## src/rtl/serial_lock_pkg.sv

```systemverilog
// serial_lock_pkg: shared types and constants for the locked serial suite.
package serial_lock_pkg;

    typedef enum logic [1:0] {IDLE, START, DATA, GUARD} state_t;

    localparam logic [1:0] LOCK_PATTERN_DEF = 2'b10;
    localparam int START_BITS = 1;

    // Counter width that stays at least one bit for tiny ranges
    function automatic int cnt_w(input int n);
        return (n <= 2) ? 1 : $clog2(n);
    endfunction

endpackage

```

## src/rtl/serial_frame_tx_if.sv

```systemverilog
// serial_frame_tx_if: valid/ready word handshake into the serializer.
interface serial_frame_tx_if #(
    parameter int DATA_WIDTH = 8
);
    logic [DATA_WIDTH-1:0] data_in;
    logic                  data_valid;
    logic                  data_ready;

    modport master (output data_in, data_valid, input data_ready);
    modport slave  (input data_in, data_valid, output data_ready);
endinterface

```

## src/rtl/lock_key_gate.sv

```systemverilog
// lock_key_gate: toggling lock state, key compare and output corruption XOR.
module lock_key_gate import serial_lock_pkg::*; #(
    parameter logic [1:0] LOCK_PATTERN = LOCK_PATTERN_DEF
) (
    input  logic clock,
    input  logic reset_n,
    input  logic keyinput0,
    input  logic line_bit,
    output logic tx_out
);
    logic q_q, q_d, key_ok;

    // Key path stays combinational so a wrong key shows up on the very same cycle
    always_comb begin
        q_d    = ~q_q;
        key_ok = keyinput0 == LOCK_PATTERN[q_q];
        tx_out = line_bit ^ ~key_ok;
    end

    always_ff @(posedge clock or negedge reset_n)
        if (!reset_n) q_q <= 1'b0;
        else          q_q <= q_d;
endmodule

```

## src/rtl/serial_frame_tx.sv

```systemverilog
// serial_frame_tx: frames parallel words as start bit, MSB-first data and guard idle
// on a key-locked serial line.
module serial_frame_tx import serial_lock_pkg::*; #(
    parameter int         DATA_WIDTH   = 8,
    parameter int         GUARD_CYCLES = 2,
    parameter logic [1:0] LOCK_PATTERN = LOCK_PATTERN_DEF
) (
    input  logic             clock,
    input  logic             reset_n,
    serial_frame_tx_if.slave bus,
    input  logic             keyinput0,
    output logic             tx_out,
    output logic             busy,
    output logic             frame_done
);
    localparam int BW = cnt_w(DATA_WIDTH);
    localparam int GW = cnt_w(GUARD_CYCLES + 1);
    localparam logic [BW-1:0] BIT_LOAD   = BW'(DATA_WIDTH - 1);
    localparam logic [GW-1:0] GUARD_LOAD = GW'(GUARD_CYCLES > 0 ? GUARD_CYCLES - 1 : 0);

    state_t                state_q, state_d;
    logic [DATA_WIDTH-1:0] shift_q, shift_d;
    logic [BW-1:0]         bit_q, bit_d;
    logic [GW-1:0]         guard_q, guard_d;
    logic                  ready_q, ready_d, line_q, line_d, last, accept;

    // The final line cycle of a frame also takes the next word, so frames can abut
    always_comb begin
        last    = (state_q == DATA && bit_q == '0 && GUARD_CYCLES == 0) ||
                  (state_q == GUARD && guard_q == '0);
        accept  = bus.data_valid && ready_q;
        state_d = state_q;
        shift_d = shift_q;
        bit_d   = bit_q;
        guard_d = guard_q;
        if (accept) begin
            state_d = START;
            shift_d = bus.data_in;
        end else if (last) begin
            state_d = IDLE;
        end else begin
            case (state_q)
                START: begin
                    state_d = DATA;
                    bit_d   = BIT_LOAD;
                end
                DATA: begin
                    shift_d = shift_q << 1;
                    if (bit_q == '0) begin
                        state_d = GUARD;
                        guard_d = GUARD_LOAD;
                    end else begin
                        bit_d = bit_q - 1'b1;
                    end
                end
                GUARD:   guard_d = guard_q - 1'b1;
                default: ;
            endcase
        end
        ready_d = state_d == IDLE ||
                  (state_d == DATA && bit_d == '0 && GUARD_CYCLES == 0) ||
                  (state_d == GUARD && guard_d == '0);
        line_d  = state_d == START || (state_d == DATA && shift_d[DATA_WIDTH-1]);
    end

    always_ff @(posedge clock or negedge reset_n)
        if (!reset_n) begin
            state_q <= IDLE;
            shift_q <= '0;
            bit_q   <= '0;
            guard_q <= '0;
            ready_q <= 1'b0;
            line_q  <= 1'b0;
        end else begin
            state_q <= state_d;
            shift_q <= shift_d;
            bit_q   <= bit_d;
            guard_q <= guard_d;
            ready_q <= ready_d;
            line_q  <= line_d;
        end

    assign bus.data_ready = ready_q;
    assign busy           = state_q != IDLE;
    assign frame_done     = state_q == DATA && bit_q == '0;

    lock_key_gate #(.LOCK_PATTERN(LOCK_PATTERN)) u_gate (
        .clock     (clock),
        .reset_n   (reset_n),
        .keyinput0 (keyinput0),
        .line_bit  (line_q),
        .tx_out    (tx_out)
    );
endmodule
```

## src/flat_wrapper.sv

```systemverilog
// flat-port wrapper written by rule: the top's interface ports become plain ports
module serial_frame_tx_flat import serial_lock_pkg::*;
#(
    parameter int         DATA_WIDTH   = 8,
    parameter int         GUARD_CYCLES = 2,
    parameter logic [1:0] LOCK_PATTERN = LOCK_PATTERN_DEF
)
  (clock, reset_n, keyinput0, tx_out, busy, frame_done, bus_data_in, bus_data_valid, bus_data_ready);
  serial_frame_tx_if #(.DATA_WIDTH(DATA_WIDTH)) bus_i ();
  input  logic clock;
  input  logic reset_n;
  input  logic keyinput0;
  output logic tx_out;
  output logic busy;
  output logic frame_done;
  input wire logic [$bits(bus_i.data_in)-1:0] bus_data_in;
  input wire logic [$bits(bus_i.data_valid)-1:0] bus_data_valid;
  output wire logic [$bits(bus_i.data_ready)-1:0] bus_data_ready;
  assign bus_i.data_in = bus_data_in;
  assign bus_i.data_valid = bus_data_valid;
  assign bus_data_ready = bus_i.data_ready;
  serial_frame_tx #(.DATA_WIDTH(DATA_WIDTH), .GUARD_CYCLES(GUARD_CYCLES), .LOCK_PATTERN(LOCK_PATTERN)) u_core (.clock(clock), .reset_n(reset_n), .bus(bus_i), .keyinput0(keyinput0), .tx_out(tx_out), .busy(busy), .frame_done(frame_done));
endmodule
```

## config.mk

```make
export PLATFORM = sky130hd
export DESIGN_NAME = serial_frame_tx_flat
export DESIGN_NICKNAME = d
export VERILOG_FILES = /design/src/rtl/serial_lock_pkg.sv /design/src/rtl/serial_frame_tx_if.sv /design/src/rtl/lock_key_gate.sv /design/src/rtl/serial_frame_tx.sv /design/src/flat_wrapper.sv
export SDC_FILE = /design/constraint.sdc
export NUM_CORES = 1
export LEC_CHECK = 0
export BUFFER_PORTS_ARGS = -buffer_cell sky130_fd_sc_hd__buf_2
export CAP_MARGIN = 20
export CORE_UTILIZATION = 35
export DETAILED_ROUTE_END_ITERATION = 12
export GPL_TIMING_DRIVEN = 1
export PLACE_DENSITY = 0.55
export RECOVER_POWER = 25
export SYNTH_ARGS = -nofsm -noshare
export SYNTH_HDL_FRONTEND = slang
export SYNTH_SLANG_ARGS = --single-unit
```

## constraint.sdc

```tcl
create_clock -name clock -period 3.5 [get_ports clock]
set_clock_uncertainty 0.2 [all_clocks]
set_input_delay 0.525 -clock clock [delete_from_list [all_inputs] [get_ports clock]]
set_output_delay 0.525 -clock clock [all_outputs]
set_load 0.03 [all_outputs]
```

==> flow_summary_export.csv, run 1 <==
group,metric,value,unit
outcome,outcome,"complete, no violations",
cts,numCtsBuffers,3,
finish,diodes,0,
finish,drive_gt1_share,19.5,%
sta,hold_violations,0,
min_path,hp-class,"flop to flop",
die,start_util,36.8,%
global_route,antenna_found_initial,0,
finish,nets,139,
sta,min_period,2530,ps
die,die_w,55.8,um
detailed_routing,vias,751,
cts,hold_buffers,1,
critical_path,critPathMaxStageDelay,420,ps
yosys,synth_area,0.00101,mm2
die,row_count,19,
sta,fin_hold_ws,246,ps
yosys,syn_avg_cell_area,10.0,um2
sta,slew_viol_final,0,
place,dpl.hpwl,1400,um
global_route,grt_pass1_wl,3310,um
place,portBuffers,15,
die,coreArea,0.00276,mm2
global_route,grt_max_degree,19,
critical_path,arrival,1810,ps
flow_run,maxCapViolations,0,
yosys,syn_nets,121,
cts,cts.clk_slew.worst_paths,100,ps
detailed_routing,first_iter_violations,15,
sta,worstMarginPinSlew,994,ps
cts,cts_root_buf,"clkbuf_4",
sta,period_share,72.4,%
die,die-area,0.00312,mm2
sta,slew_headroom,33.8,%
cts,cts_setup_buffers,0,
global_route,grt_overflow_total,0,
cts,htree_num_levels,1,
cts,ctsResizeCount,0,
sta,rsz0062_at_grt,"no",
detailed_routing,drt-total-wl,1860,um
yosys,yosys_warnings,0,
critical_path,path_max_fanout,9,
yosys,postSynthCellCount,101,
detailed_routing,ant_nets,0,
yosys,yosysSeqAreaShare,44.4,%
power,max-vdd-ir-drop,467,uV
critical_path,path_cells,"inv_1 > ha_1 > nand3b_1 > inv_1 > buf_2",
cts,cts_buffer_depth,2,
cts,insertion_delay,290,ps
sta,setup_viol,0,
critical_path,startpoint_type,"flop",
critical_path,worstPathRequired,2770,ps
yosys,synth_cell_types,30,
cts,cts_tree,"done",
global_route,grt_usage,13.5,%
power,pwr_density_cell,916,mW/mm2
critical_path,crit_slowest_cell,"dfrtp_1",
critical_path,worstSetupPathType,"flop to primary output",
die,ios,16,
yosys,synth-seq-cells,18,
detailed_routing,drtPass1Iterations,4,
detailed_routing,vias_per_cell,5.04,
cts,cts.sinks,18,
place,gp_congestion,0.694,
critical_path,r2r_slack,1110,ps
critical_path,crit_path_end_kind,"primary output",
critical_path,path_common_cell,"inv_1",
finish,area_growth,13.4,%
detailed_routing,route.detailed.drc,0,
sta,tns,0,ps
power,p_leak,0.552,nW
detailed_routing,wl_per_cell,12.5,um
global_route,grt_pass1_vias,759,
die,die_y,55.8,um
sta,fmax,395,MHz
-- power by group --
part | leakage [nW] | total, mW | switching [mW] | internal [mW]
logic | 0.330 | 0.558 | 0.317 | 0.241
clock network | 0.0210 | 0.127 | 0.0639 | 0.0633
registers | 0.201 | 0.369 | 0.0639 | 0.305
-- metal layers --
layer  wire (um)  vias to the layer above  GRT usage (%)
met5           0                        -              0
met4          17                        0           4.18
met3         112                        2           4.65
met2         795                       16           20.3
met1         931                      345           18.5
li1            -                      388              -
-- final timing paths --
path                              startpoint           endpoint  cells after the start
setup / recovery           u_core.state_q[0]         frame_done                      5
hold / removal             u_core.u_gate.q_q  u_core.u_gate.q_q                      1
setup reg to reg           u_core.state_q[0]      u_core.line_q                      6
hold reg to reg            u_core.u_gate.q_q  u_core.u_gate.q_q                      1
max in group asynchronous            reset_n  u_core.shift_q[0]                      2
min in group asynchronous            reset_n    u_core.bit_q[2]                      2
-- logic make-up (layout without fill, tap and decap cells) --
group | Yosys count | in the layout | synth area share (%)
AOI/OAI and AO/OA | 31 | 31 | 20.7
and+or+nand+nor | 22 | 22 | 10.5
DFF | 18 | 18 | 44.4
buffers and inverters | 13 | 30 | 5.92
adders and majority gates | 8 | 8 | 9.86
muxes | 7 | 7 | 6.91
xor gates and xnor gates | 2 | 2 | 1.73
-- cells in the final DEF, fill, tap and decap left out, types with 2 or more instances in the layout --
cell type   n
clkbuf_4    3
a31oi_1     2
dfrtp_1    18
buf_2      14
nor2_1     10
inv_1      10
o21ai_0     5
a41oi_1     3
mux2i_1     7
nand3b_1    2
a21oi_1    11
xnor2_1     2
ha_1        8
nand2_1     5
-- registers in the layout (all words and copies together) (netlist names) --
name / count
u_core.guard_q: 2
u_core.bit_q: 3
u_core.state_q: 2
u_core.bus.data_ready: 1
u_core.line_q: 1
u_core.shift_q: 8
u_core.u_gate.q_q: 1
-- cells in the mapped netlist --
cell type | count | share of area (%)
nor2_1 | 10 | 3.7
xnor2_1 | 2 | 1.7
a31oi_1 | 2 | 1.2
nand3_1 | 1 | 0.49
and2b_1 | 1 | 0.74
or2b_1 | 1 | 0.74
nand2_1 | 5 | 1.8
o21ai_1 | 1 | 0.49
nand3b_1 | 2 | 1.5
a22o_1 | 1 | 0.86
mux2i_1 | 7 | 6.9
buf_6 | 1 | 1.1
o21a_1 | 1 | 0.74
or2_2 | 1 | 0.62
dfrtp_1 | 18 | 44
buf_4 | 1 | 0.74
a21boi_1 | 1 | 0.74
a22oi_2 | 1 | 1.2
and2b_2 | 1 | 0.86
o21ai_0 | 5 | 2.5
a41oi_1 | 3 | 2.6
a311oi_2 | 1 | 1.5
a22o_2 | 1 | 0.99
inv_1 | 10 | 3.7
ha_1 | 8 | 9.9
a21boi_0 | 1 | 0.74
clkbuf_1 | 1 | 0.37
a21oi_1 | 11 | 5.4
o211ai_1 | 1 | 0.74
a221o_1 | 1 | 0.99
-- cell type report --
cell class | instances | area, um2
clock buffer | 4 | 36.3
fill | 284 | 1610
inverter | 10 | 37.5
multi-input combinational | 70 | 504
sequential | 18 | 450
tap | 31 | 38.8
timing repair buffer | 16 | 83.8
-- per-stage QoR --
step / setup WS, ps / utilization (%) / instances / area (um2) / total power [mW]
finish: 966 / 41.7 / 149 / 1150 / 1.05
global route: 799 / 41.7 / 149 / 1150 / 1.15
CTS: 939 / 41.8 / 149 / 1150 / 1.06
detailed placement: 1070 / 40.1 / 144 / 1110 / 0.930
global placement: 1140 / 40.1 / 144 / 1110 / 0.916
floorplan: 1550 / - / 101 / 1010 / 0.823
-- worst max-delay path, delay by kind of cell (launching register included) --
kind | cells | cell delay, ps
DFF | 1 | 420
buffers and inverters | 3 | 500
adders and majority gates | 1 | 310
and+or+nand+nor | 1 | 290
Power figures use the tool's default switching activity.
==> inputs of run 2 (changes only) <==
PLACE_DENSITY = 0.57   (was 0.55)
clock period = 2.18 ns   (was 3.5 ns; I/O delays follow)
==> run 2 against run 1 <==
  * Critical path type unchanged
  * Worst setup slack got worse by 860 ps
  * Non-clock buffer count grew 2
  * Design area up 1.5%
  * Combinational power rose by 63%
  * Core utilization grew 0.64 points
  * First-iteration DRC count increased by 53%
  * Sequential power rose by 60%
  * Sequential share of layout area fell by 0.59 points
  * Routed wire length up 0.75%
  * Flip-flop and latch count is the same
==> flow_summary_export.csv, run 2 (synthesized netlist as in run 1, its figures left out) <==
group,metric,value,unit
outcome,outcome,"complete, no violations",
die,die_w,55.8,um
cts,cts_tree,"done",
sta,slew_headroom,34.8,%
finish,largest_reg_flops,8,
sta,fin_hold_ws,70.4,ps
finish,area_growth,15.2,%
critical_path,path_max_fanout,9,
finish,finalInstanceArea,0.00117,mm2
finish,final_common_cell,"dfrtp_1",
sta,tns,0,ps
finish,seq_area,450,um2
detailed_routing,route.detailed.drc,0,
critical_path,crit_path_end_kind,"primary output",
place,dp_slack,175,ps
detailed_routing,drt-total-wl,1870,um
min_path,hp-class,"primary input to flop",
die,start_util,36.8,%
finish,nets,141,
critical_path,critPathMaxStageDelay,420,ps
sta,fmax,483,MHz
detailed_routing,vias,769,
detailed_routing,drtPass1Iterations,4,
place,post_dp_cell_area,0.00111,mm2
global_route,grt_usage,14.0,%
sta,setup_viol,0,
critical_path,arrival,1550,ps
critical_path,worstSetupPathType,"flop to primary output",
finish,multiInputGateArea,507,um2
global_route,grt_overflow_total,0,
critical_path,worstPathRequired,1650,ps
finish,final_util,42.4,%
die,die_y,55.8,um
detailed_routing,ant_nets,0,
cts,cts.clk_slew.worst_paths,100,ps
global_route,grt_pass1_wl,3370,um
sta,finalWorstSetupSlack,108,ps
power,power,1.71,mW
detailed_routing,vias_per_cell,5.09,
critical_path,crit_slowest_cell,"dfrtp_1",
critical_path,critical_path.top_delay_family,"buffers and inverters",
critical_path,path_common_cell,"inv_1",
sta,min_period,2070,ps
die,die-area,0.00312,mm2
detailed_routing,first_iter_violations,23,
finish,drive_gt1_share,21.7,%
place,dpl.hpwl,1350,um
power,pwr_density_cell,1460,mW/mm2
cts,cts.sinks,18,
die,row_count,19,
finish,stdcell_count,151,
cts,numCtsBuffers,3,
power,p_leak,0.560,nW
sta,worstMarginPinSlew,977,ps
global_route,antenna_found_initial,0,
critical_path,startpoint_type,"flop",
cts,htree_num_levels,1,
sta,hold_violations,0,
critical_path,path_cells,"inv_1 > ha_2 > nand3b_1 > inv_1 > buf_2",
place,dp.cells,145,
flow_run,maxCapViolations,0,
finish,reg_top3,"u_core.shift_q (8), u_core.bit_q (3)",
critical_path,cp.buffers_inverters,3,
cts,cts_root_buf,"clkbuf_4",
finish,top_register,"u_core.shift_q",
sta,slew_viol_final,0,
finish,diodes,0,
global_route,grt_max_degree,19,
finish,num-fill-cells,271,
place,portBuffers,15,
sta,period_share,95.0,%
die,ios,16,
global_route,grt_pass1_vias,756,
power,max-vdd-ir-drop,590,uV
cts,insertion_delay,290,ps
die,coreArea,0.00276,mm2
place,gp_congestion,0.805,
detailed_routing,wl_per_cell,12.4,um
cts,cts_buffer_depth,2,
finish,final_cell_mix,"dfrtp_1, buf_2, a21oi_1",
[run 2: cell count changes in the layout (fill, tap and decap cells not counted)]
cell,change
ha_2,+1
buf_4,+2
ha_1,-1
[run 2: worst paths after layout]
kind                                    from               endpoint  slack (ps)  depth (start not counted)
max                        u_core.state_q[0]             frame_done         110                          5
min                           bus_data_in[0]      u_core.shift_q[0]          70                          3
max reg2reg                u_core.state_q[0]  u_core.bus.data_ready         240                          7
min reg2reg                u_core.u_gate.q_q      u_core.u_gate.q_q         240                          1
max in group asynchronous            reset_n      u_core.shift_q[1]         690                          2
min in group asynchronous            reset_n        u_core.bit_q[1]         500                          2
[run 2: timing repair]
action / CTS / global route
hold buffers: 1 / 0
endpoints found under the setup margin: 1 / 2
hold endpoints to repair: 18 / 0
buffers inserted: 1 / 0
gates cloned: 0 / 0
gates resized for setup: 0 / 1
pin swaps: 1 / 0
[run 2: final cells by class]
class	count	share of cell area, %
inverters	10	3.21
well taps	31	3.32
clock buffers	4	3.10
flip-flops and latches	18	38.5
repair buffers	18	8.46
multi-input cells	70	43.4
[run 2: routing by layer]
layer / track usage [%] / vias to the layer above / wire [um]
met3: 2.56 / 2 / 88
met1: 20.1 / 353 / 957
met4: 7.32 / 0 / 21
met2: 20.0 / 22 / 803
met5: 0 / - / 0
li1: - / 392 / -
[run 2: power breakdown]
group | internal, mW | switching [mW] | leakage [nW]
combinational | 0.397 | 0.511 | 0.338
clock | 0.102 | 0.104 | 0.0210
sequential | 0.490 | 0.102 | 0.201
[run 2: worst register-to-register path: stages, from the launching register on]
cell      delay, ps
dfrtp_1         420
inv_1           140
ha_2            280
nand3b_1        140
buf_4           180
a311oi_2        220
o211ai_1        140
a21oi_1         160
